===== src/rtl/clk_pkg.sv =====
// Shared clock constants for the 50 MHz game fabric: named divisors, tap
// indices and a frequency-to-divisor helper.
package clk_pkg;

  localparam int unsigned CLK_HZ        = 50_000_000;
  localparam int unsigned FALL_DIV_SLOW = 12_500_000;
  localparam int unsigned FALL_DIV_FAST = 3_125_000;
  localparam int unsigned SEG_TAP       = 16;
  localparam int unsigned PIX_TAP       = 1;

  // Divisor whose tgl output runs at hz (tgl period is 2*div clocks).
  function automatic int unsigned hz_to_div(input int unsigned hz);
    return CLK_HZ / (2 * hz);
  endfunction

endpackage


===== src/rtl/tick_channel.sv =====
// One tick channel: period counter, live divisor, one-deep pending divisor,
// registered tick pulse and 50%-duty toggle.
module tick_channel
  import clk_pkg::*;
#(
  parameter int unsigned      CNT_W   = 32,
  parameter logic [CNT_W-1:0] DEF_DIV = CNT_W'(FALL_DIV_SLOW)
) (
  input  logic             clk,
  input  logic             rst,
  input  logic             en_i,
  input  logic             clr_i,
  input  logic             wr_stb_i,
  input  logic [CNT_W-1:0] wr_div_i,
  output logic             tick_o,
  output logic             tgl_o,
  output logic             pend_vld_o
);

  localparam logic [CNT_W-1:0] ONE = CNT_W'(1);

  logic [CNT_W-1:0] cnt_q, cnt_d;
  logic [CNT_W-1:0] div_q, div_d;
  logic [CNT_W-1:0] pend_div_q, pend_div_d;
  logic             pend_vld_q, pend_vld_d;
  logic             tgl_q, tgl_d;
  logic             tick_q, tick_d;
  logic             wrap;
  logic             boundary;

  assign wrap     = en_i && (cnt_q == div_q - ONE);
  assign boundary = clr_i || !en_i || wrap;

  always_comb begin
    cnt_d      = cnt_q;
    div_d      = div_q;
    pend_div_d = pend_div_q;
    pend_vld_d = pend_vld_q;
    tgl_d      = tgl_q;
    tick_d     = 1'b0;

    if (clr_i) begin
      cnt_d = '0;
      tgl_d = 1'b0;
    end else if (en_i) begin
      if (wrap) begin
        cnt_d  = '0;
        tick_d = 1'b1;
        tgl_d  = ~tgl_q;
      end else begin
        cnt_d = cnt_q + ONE;
      end
    end

    // Only a write pending before this cycle may load; the new period restarts at 0.
    if (pend_vld_q && boundary) begin
      div_d      = pend_div_q;
      pend_vld_d = 1'b0;
      cnt_d      = '0;
    end

    if (wr_stb_i) begin
      pend_div_d = (wr_div_i == '0) ? ONE : wr_div_i;
      pend_vld_d = 1'b1;
    end
  end

  always_ff @(posedge clk or posedge rst) begin
    if (rst) begin
      cnt_q      <= '0;
      div_q      <= DEF_DIV;
      pend_div_q <= DEF_DIV;
      pend_vld_q <= 1'b0;
      tgl_q      <= 1'b0;
      tick_q     <= 1'b0;
    end else begin
      cnt_q      <= cnt_d;
      div_q      <= div_d;
      pend_div_q <= pend_div_d;
      pend_vld_q <= pend_vld_d;
      tgl_q      <= tgl_d;
      tick_q     <= tick_d;
    end
  end

  assign tick_o     = tick_q;
  assign tgl_o      = tgl_q;
  assign pend_vld_o = pend_vld_q;

endmodule


===== src/rtl/tick_gen_multi.sv =====
// Multi-channel programmable clock-enable generator with a free-running tap counter.
// Write port: a divisor write transfers when wr_valid && wr_ready; wr_ready is low while the addressed channel already holds a pending divisor.
module tick_gen_multi
  import clk_pkg::*;
#(
  parameter int unsigned NUM_CH  = 4,
  parameter int unsigned CNT_W   = 32,
  parameter int unsigned TAP_W   = 17,
  parameter int unsigned DEF_DIV = FALL_DIV_SLOW,
  localparam int unsigned CH_W   = (NUM_CH > 1) ? $clog2(NUM_CH) : 1
) (
  input  logic              clk,
  input  logic              rst,
  input  logic [NUM_CH-1:0] ch_en,
  input  logic [NUM_CH-1:0] ch_clr,
  input  logic              wr_valid,
  output logic              wr_ready,
  input  logic [CH_W-1:0]   wr_ch,
  input  logic [CNT_W-1:0]  wr_div,
  output logic [NUM_CH-1:0] tick,
  output logic [NUM_CH-1:0] tgl,
  output logic [TAP_W-1:0]  taps
);

  logic [NUM_CH-1:0] pend_vld;
  logic [NUM_CH-1:0] wr_stb;
  logic [TAP_W-1:0]  taps_q, taps_d;

  assign wr_ready = ~pend_vld[wr_ch];

  for (genvar i = 0; i < NUM_CH; i++) begin : g_ch
    assign wr_stb[i] = wr_valid && wr_ready && (wr_ch == CH_W'(i));

    tick_channel #(
      .CNT_W   (CNT_W),
      .DEF_DIV (CNT_W'(DEF_DIV))
    ) u_ch (
      .clk        (clk),
      .rst        (rst),
      .en_i       (ch_en[i]),
      .clr_i      (ch_clr[i]),
      .wr_stb_i   (wr_stb[i]),
      .wr_div_i   (wr_div),
      .tick_o     (tick[i]),
      .tgl_o      (tgl[i]),
      .pend_vld_o (pend_vld[i])
    );
  end

  // Free-running; wraps naturally at 2^TAP_W.
  assign taps_d = taps_q + TAP_W'(1);

  always_ff @(posedge clk or posedge rst) begin
    if (rst) taps_q <= '0;
    else     taps_q <= taps_d;
  end

  assign taps = taps_q;

endmodule

===== config.mk =====
export PLATFORM = sky130hd
export DESIGN_NAME = tick_gen_multi
export DESIGN_NICKNAME = d
export VERILOG_FILES = /design/src/rtl/clk_pkg.sv /design/src/rtl/tick_channel.sv /design/src/rtl/tick_gen_multi.sv
export SDC_FILE = /design/constraint.sdc
export NUM_CORES = 1
export LEC_CHECK = 0
export ABC_AREA = 1
export ABC_CLOCK_PERIOD_IN_PS = 10500
export CAP_MARGIN = 20
export CORE_ASPECT_RATIO = 1.5
export CORE_MARGIN = 4
export CORE_UTILIZATION = 40
export DETAILED_ROUTE_END_ITERATION = 10
export PLACE_DENSITY = 0.55
export SYNTH_ARGS = -nofsm -noshare
export SYNTH_HDL_FRONTEND = slang
export SYNTH_HIERARCHICAL = 1
export SYNTH_SLANG_ARGS = --single-unit

===== constraint.sdc =====
create_clock -name clk -period 10.5 [get_ports clk]
set_clock_uncertainty 0.05 [all_clocks]
set_input_delay 3.15 -clock clk [delete_from_list [all_inputs] [get_ports clk]]
set_output_delay 3.15 -clock clk [all_outputs]
set_load 0.02 [all_outputs]

After elaboration in Yosys (flattened, before gate mapping)
Index checks and enable logic that the tools add are counted.
{"block": "op_classes", "order_cmp": 1, "n_reduce_logical": 47, "n_eq_ne": 7, "add_sub_neg": 9, "n_mux": 51, "n_bitwise": 5}
{"cell": "32-bit 2-to-1 mux", "n": 17}
{"cell": "32-bit by 1-bit adder with 32-bit output (second input constant)", "n": 4}
{"cell": "32-bit == test", "n": 4}
{"cell": "32-bit by 1-bit subtractor with 32-bit output (second input constant)", "n": 4}
{"cell": "1-bit 2-to-1 mux", "n": 33}
{"cell": "32-bit zero test", "n": 1}
{"cell": "2-bit nonzero test", "n": 12}
{"cell": "17-bit by 1-bit adder with 17-bit output (second input constant)", "n": 1}
{"cell": "1-bit logical AND", "n": 13}
{"cell": "3-bit nonzero test", "n": 4}
{"cell": "1-bit logical OR", "n": 8}
{"cell": "2-bit AND reduction", "n": 4}
{"cell": "1-bit NOT", "n": 5}
{"cell": "2-bit == test (second input constant)", "n": 2}
{"cell": "1-bit zero test", "n": 4}
{"cell": "2-bit by 3-bit less-than comparator with 1-bit output (second input constant)", "n": 1}
{"cell": "1-bit binary-select mux with 2-bit select", "n": 1}
{"cell": "2-bit by 1-bit == test with 1-bit output (second input constant)", "n": 1}
{"cell": "2-bit zero test", "n": 1}
{"block": "totals", "ff_bits": 413, "out_inout_bits": 26}

Logic depth before layout (Yosys ltp)
Gate-level depths: netlist of the first run.
{"block": "depth", "word_depth": 7, "ltp_mapped": 18, "ltp_nobuf": 17}

Cells and area by module
Netlist of the first run, hierarchy kept.
{"module": "tick_channel at g_ch[0].u_ch ...", "area_each_um2": 5957.0, "cells_each": 828, "instances": 3}
{"module": "tick_channel at g_ch[3].u_ch", "area_each_um2": 5900.7, "cells_each": 823, "instances": 1}
{"module": "tick_gen_multi", "area_each_um2": 933.4, "cells_each": 121, "instances": 1}

Worst setup path before layout of the first run
OpenSTA, ideal clock, no wires.
{"block": "synth_timing", "kind": "input -> output", "startpoint": "input wr_ch[0]", "endpoint": "output wr_ready", "arrival_time_ns": 3.585, "stages": 5, "path_slack_ns": 3.715, "path_cell_list": "inv_1 nand2_1 nand2_1 nand2_1 and2_1"}
{"block": "synth_between", "elab_chain_cells": 3}
{"element": "start: declaration", "line": "tick_gen_multi.sv:18", "text": "input logic [CH_W-1:0] wr_ch,"}
{"element": "1-bit binary-select mux with 2-bit select", "line": "tick_gen_multi.sv:29", "text": "assign wr_ready = ~pend_vld[wr_ch];"}
{"element": "1-bit 2-to-1 mux (implied by the code)", "line": "tick_gen_multi.sv:29"}
{"element": "1-bit NOT", "line": "tick_gen_multi.sv:29"}
{"element": "end: declaration", "line": "tick_gen_multi.sv:17", "text": "output logic wr_ready,"}
Every way passes these cells. The select of a mux whose other input is x is not followed.

Worst setup path after layout of the first run
Ends and elaborated chain as after synthesis.

==> results of run 1 <==
## synth_stat cells, types with 3 or more instances
master,n,share of area (%)
a21oi_1,14,0.28
a31oi_1,3,0.076
a41oi_1,4,0.14
buf_2,13,0.26
buf_4,20,0.61
buf_6,15,0.68
clkbuf_1,43,0.65
clkinv_1,3,0.046
dfrtp_1,317,32
dfstp_2,96,10
ha_1,9,0.46
inv_1,325,4.9
inv_2,13,0.20
nand2_1,1154,18
nand2_2,14,0.35
nand2_4,5,0.23
nand3_1,267,5.4
nand3_2,9,0.36
nand3_4,4,0.28
nand3b_1,26,0.79
nand4_1,84,2.1
nor2_1,495,7.5
nor2_2,33,0.84
nor2_4,7,0.32
nor2_8,3,0.24
nor3_1,29,0.59
nor3_2,5,0.20
nor4_1,23,0.58
nor4b_1,3,0.11
o2111ai_1,8,0.28
o211ai_1,3,0.091
o21ai_0,111,2.2
o21ai_1,26,0.53
o21bai_1,5,0.15
or2_2,10,0.25
xnor2_1,95,3.4
xnor3_1,3,0.27
xor2_1,126,4.5
## final timing paths
path,endpoint,from,slack (ns)
worst max-delay path,wr_ready,wr_ch[0],2.58
worst min register to register,g_ch[3].u_ch/pend_div_q[12],g_ch[3].u_ch/pend_div_q[12],0.41
worst max register to register,g_ch[3].u_ch/div_q[1],g_ch[3].u_ch/div_q[2],7.10
min in group asynchronous,g_ch[2].u_ch/pend_div_q[1],rst,3.31
worst min-delay path,g_ch[3].u_ch/pend_div_q[12],g_ch[3].u_ch/pend_div_q[12],0.41
max in group asynchronous,g_ch[3].u_ch/cnt_q[3],rst,5.89
## metrics by stage
step                instance area, um^2  hold WS (ns)
floorplan                         24700        0.3927
global placement                  25990        0.4014
detailed placement                25990        0.4040
CTS                               27490        0.4142
global route                      27500        0.4293
finish                            27500        0.4131
## registers in the layout, indices dropped and copies added (netlist names)
name                  flops
g_ch.u_ch/pend_div_q    128
taps                     17
g_ch.u_ch/tick_o          4
g_ch.u_ch/pend_vld_o      4
g_ch.u_ch/cnt_q         128
g_ch.u_ch/div_q         128
g_ch.u_ch/tgl_o           4
## critical path, stage by stage
cell	delay, ns
clkdlybuf4s50_1	0.54
inv_1	0.11
nand2_1	0.07
nand2_1	0.07
nand2_1	0.07
and2_1	0.12
clkdlybuf4s50_1	0.59
## power by group through the flow
stage          clock (mW)  combinational, mW  sequential [mW]
6_report             1.65               1.73             2.20
5_1_grt              1.76               1.99             2.24
4_1_cts              1.70               1.74             2.21
3_5_place_dp            0               1.73             2.23
3_3_place_gp            0               1.72             2.23
2_1_floorplan           0               1.37             2.12
## per-layer routing
layer	track usage [%]	vias to the layer above	share of wire (%)
li1	-	10890	-
met1	24.62	9892	41
met2	39.03	358	52
met3	3.173	128	3.4
met4	7.224	0	3.6
met5	0	-	0
## cells by family (layout without fill, tap and decap cells)
family                     Yosys count  count (layout)  share of synthesized area (%)
xor gates and xnor gates           224             224                          8.108
other                                0               1                              0
and+or+nand+nor                   2172            2172                          37.77
adders and majority gates            9               9                         0.4558
DFF                                413             413                          42.32
AOI/OAI and AO/OA                  177             177                          3.920
muxes                                1               1                        0.04052
buffers and inverters              432             509                          7.389
## layout make-up
class | instances | area share [%]
well taps | 791 | 3.598
clock inverters | 22 | 1.065
inverters | 341 | 4.690
multi-input cells | 2583 | 45.17
repair buffers | 88 | 3.039
flip-flops and latches | 413 | 38.01
clock buffers | 58 | 4.413
diodes | 1 | 0.009098
==> metrics.md, run 1 <==
| Metric | Value |
|---|---|
| Status | `finished, final reports clean` |
| P_leak | `13.22 nW` |
| Final Cycle Share | `75.47%` |
| Fmax | `126.2 MHz` |
| Post-layout util | `45.01%` |
| Most frequent cells in the layout | `nand2_1, nor2_1, inv_1` |
| RSZ-0062 raised after global routing | `false` |
| Clock Tree Buf Depth | `3` |
| Largest net degree at the start of global routing | `64` |
| Max Fanout on Critical Path | `5` |
| I/O pin count | `71` |
| Internal power | `3.465 mW` |
| DRT iter0 DRCs | `1353` |
| Resized Gates After CTS | `0` |
| GP Congestion | `0.9276` |
| Post-synthesis async set-or-reset flop share | `100.0%` |
| Comb pwr share | `31.0%` |
| Number of synthesized flops with an enable pin | `0` |
| DRC | `0` |
| CTS root buf | `clkbuf_16` |
| Worst vdd ir | `0.1203 mV` |
| Critical path type | `input pin to primary output` |
| Area occupied by multi-input gates | `12420 um^2` |
| Hold Buf Count CTS | `0` |
| Num rows | `111` |
| CTS buffer count | `43` |
| Max-slew violations | `0` |
| Pwr/cell area | `202.8 nW/um^2` |
| Cells after synthesis | `3428` |
| Setup-failing EPs final | `0` |
| Synth warn | `6` |
| Core Footprint | `61110 um^2` |
| Synthesized area per cell | `7.207 um^2` |
| CTS clk-pin slew, worst paths | `0.06 ns` |
| Slew @ Worst Pin | `0.7885 ns` |
| First-pass DRT Iterations | `5` |
| Final worst path period need | `7.925 ns` |
| Vias in the first global route | `21090` |
| Initial antenna violation count | `1` |
| Max H-tree Level | `2` |
| Clock power share | `29.5%` |
| Vias post-DR | `21260` |
| Crit path DAT | `4.72 ns` |
| CP required | `7.30 ns` |
| Fill cell count | `6404` |
| Die ar. | `65880 um^2` |
| Total power | `5.579 mW` |
| Yosys reg bits | `413` |
| Routed Antenna Nets | `0` |
| Post-CTS setup buffer count | `0` |
| Seq pwr share | `39.5%` |
| Primary FF master, synth | `dfrtp_1` |
| Final WS setup | `2.575 ns` |
| Cell Area, Synth | `24700 um^2` |
| Dpl ws | `2.585 ns` |
| Initial core utilization | `40.43%` |
| Clk_lat worst skew | `0.60 ns` |
| Worst Setup End Kind | `primary output` |
| GRT overflow | `0` |
| Layout cells sized above 1 | `8.417%` |
| Sequential area share after synthesis | `42.32%` |
| Area growth, synth to finish | `11.33%` |
| CP startpoint kind | `input pin` |
| Number of clock sinks | `413` |
| Reg area | `10460 um^2` |
| Worst r2r path cells | `14` |
| Hold Path Class | `flop to flop` |
| Final TNS setup | `0 ns` |
| Via density | `4.948` |
| Final WL | `70270 um` |
| CTS tree | `yes` |
| Max-cap viol count | `0` |
| Final cell count without fillers | `4297` |
| Dpl cells | `4215` |
| First-pass GRT wire length | `112800 um` |
| WHS Path Cells | `2` |
| Routed len/inst | `16.35 um` |
| DP Wirelength | `52400 um` |
| Worst slew margin | `47.43%` |
| Final hold violation count | `0` |
| Post-synthesis cell type count | `43` |
| Most common cell after layout, fill and taps aside | `nand2_1` |
| Port buffer count | `70` |
| Layout net count | `3524` |
| Net Sw Frac | `37.88%` |
| Switching power | `2.113 mW` |
| Die span in y | `312.4 um` |
| Global Route Usage Sum | `21.08%` |
| Die width | `210.9 um` |
| Syn_nets | `3482` |
(Power assumes the default switching activity.)
==> inputs of run 2 (changes only) <==
--- a/config.mk
+++ b/config.mk
@@ -6,7 +6,7 @@
 export NUM_CORES = 1
 export LEC_CHECK = 0
 export ABC_AREA = 1
-export ABC_CLOCK_PERIOD_IN_PS = 10500
+export ABC_CLOCK_PERIOD_IN_PS = 7500
 export CAP_MARGIN = 20
 export CORE_ASPECT_RATIO = 1.5
 export CORE_MARGIN = 4
==> constraint.sdc (replaced) <==
create_clock -name clk -period 7.5 [get_ports clk]
set_clock_uncertainty 0.05 [all_clocks]
set_input_delay 2.25 -clock clk [delete_from_list [all_inputs] [get_ports clk]]
set_output_delay 2.25 -clock clk [all_outputs]
set_load 0.02 [all_outputs]
==> run 2 against run 1 <==
Net effect: largest cell class unchanged; cell count hardly changed; total power increased by 42%; clock-buffer cell count up 3; register-to-register slack worse by 3.0 ns.
==> metrics.md, run 2 (same netlist as run 1, synthesis figures left out) <==
| Metric | Value |
|---|---|
| Status | `finished, final reports clean` |
| DRC | `0` |
| Initial core utilization | `40.43%` |
| Most frequent cells in the layout | `nand2_1, nor2_1, inv_1` |
| Final Cycle Share | `81.61%` |
| Routed Antenna Nets | `0` |
| Crit path capture | `wr_ready` |
| Final worst path period need | `6.121 ns` |
| DP Wirelength | `52200 um` |
| First-pass GRT wire length | `114100 um` |
| Top Registers | `g_ch.u_ch/cnt_q (128), g_ch.u_ch/div_q (128), g_ch.u_ch/pend_div_q (128)` |
| Resized Gates After CTS | `0` |
| GP Congestion | `0.9184` |
| RSZ-0062 raised after global routing | `false` |
| Num rows | `111` |
| Most common cell after layout, fill and taps aside | `nand2_1` |
| Setup-failing EPs final | `0` |
| Die ar. | `65880 um^2` |
| Final WL | `70250 um` |
| Routed len/inst | `16.35 um` |
| P_leak | `13.26 nW` |
| Core Footprint | `61110 um^2` |
| I/O pin count | `71` |
| Number of clock sinks | `413` |
| Diode count | `0` |
| Largest net degree at the start of global routing | `68` |
| First-pass DRT Iterations | `5` |
| Area growth, synth to finish | `11.65%` |
| Final TNS setup | `0 ns` |
| Vias in the first global route | `21220` |
| Hold Path Class | `flop to flop` |
| Max Fanout on Critical Path | `5` |
| Flop2flop setup slack | `4.08 ns` |
| Layout net count | `3525` |
| Crit path DAT | `3.82 ns` |
| Reg-to-Reg End | `g_ch[3].u_ch/div_q[0]` |
| Die width | `210.9 um` |
| CTS clk-pin slew, worst paths | `0.07 ns` |
| Global Route Usage Sum | `21.32%` |
| R2r startpoint | `g_ch[3].u_ch/div_q[2]` |
| Slew @ Worst Pin | `0.8479 ns` |
| CTS tree | `yes` |
| Initial antenna violation count | `0` |
| Via density | `4.977` |
| GRT overflow | `0` |
| Max-slew violations | `0` |
| CTS buffer count | `43` |
| Die span in y | `312.4 um` |
| Layout cells sized above 1 | `8.445%` |
| DRT iter0 DRCs | `1036` |
| Vias post-DR | `21380` |
| Fill cell count | `6407` |
| Worst r2r path cells | `14` |
| Hold Buf Count CTS | `0` |
| Pwr/cell area | `286.6 nW/um^2` |
| Post-CTS setup buffer count | `0` |
| Final hold violation count | `0` |
| Post-layout util | `45.14%` |
| CTS root buf | `clkbuf_16` |
| Port buffer count | `70` |
| CP required | `5.20 ns` |
| Max H-tree Level | `2` |
| CP startpoint kind | `input pin` |
| Worst Setup End Kind | `primary output` |
| Worst slew margin | `43.47%` |
| Worst vdd ir | `0.1557 mV` |
| Clk_lat worst skew | `0.59 ns` |
| Fmax | `163.4 MHz` |
| Max-cap viol count | `0` |
| Critical path type | `input pin to primary output` |
| Clock Tree Buf Depth | `3` |
| Critical path startpoint | `wr_ch[0]` |
## run 2: report_power, final
group	internal [mW]	switching [mW]	leakage, nW	total (mW)
clock	1.45	0.946	0.765	2.40
sequential	2.68	0.413	5.21	3.09
combinational	0.823	1.60	7.29	2.42
total	4.95	2.96	13.3	7.91
## run 2: worst max-delay path, stage by stage
cell             delay, ns
clkdlybuf4s50_1       0.55
inv_1                 0.10
nand2_1               0.07
nand2_1               0.06
nand2_1               0.07
and2_1                0.12
clkdlybuf4s50_1       0.60
## run 2: per-layer routing
| layer | routed length (um) | global-route usage, % | vias up |
|---|---|---|---|
| met2 | 36550 | 39.07 | 392 |
| met5 | 0 | 0 | - |
| li1 | - | - | 10870 |
| met4 | 2777 | 7.371 | 0 |
| met1 | 28300 | 25.36 | 9973 |
| met3 | 2631 | 3.022 | 144 |
## run 2: final cells by class
class / instances / area, um^2 / share of cell area, %
multi-input combinational: 2583 / 12420 / 45.04
sequential: 413 / 10460 / 37.90
clock buffer: 61 / 1299 / 4.708
inverter: 341 / 1290 / 4.677
tap: 791 / 989.7 / 3.588
timing repair buffer: 89 / 847.1 / 3.071
clock inverter: 18 / 279.0 / 1.012
## run 2: how the worst min path moves through the flow
stage                                start                          end  slack, ns  cells after the start
6_report       g_ch[2].u_ch/pend_div_q[15]  g_ch[2].u_ch/pend_div_q[15]       0.41                      2
5_1_grt        g_ch[2].u_ch/pend_div_q[15]  g_ch[2].u_ch/pend_div_q[15]       0.43                      2
4_1_cts        g_ch[0].u_ch/pend_div_q[10]  g_ch[0].u_ch/pend_div_q[10]       0.42                      2
3_5_place_dp   g_ch[3].u_ch/pend_div_q[12]  g_ch[3].u_ch/pend_div_q[12]       0.40                      2
3_3_place_gp   g_ch[3].u_ch/pend_div_q[11]  g_ch[3].u_ch/pend_div_q[11]       0.40                      2
2_1_floorplan  g_ch[0].u_ch/pend_div_q[14]  g_ch[0].u_ch/pend_div_q[14]       0.39                      2
## run 2: through the flow
| stage | total power [mW] | instance area (um^2) | cells | setup slack [ns] | hold slack (ns) |
|---|---|---|---|---|---|
| finish | 7.906 | 27580 | 4296 | 1.379 | 0.4124 |
| global route | 8.498 | 27580 | 4296 | 1.229 | 0.4297 |
| CTS | 7.997 | 27580 | 4295 | 1.377 | 0.4153 |
| detailed placement | 5.546 | 26000 | 4216 | 1.392 | 0.4049 |
| global placement | 5.527 | 25990 | 4215 | 1.381 | 0.4025 |
| floorplan | 4.889 | 24700 | 3428 | 2.515 | 0.3927 |
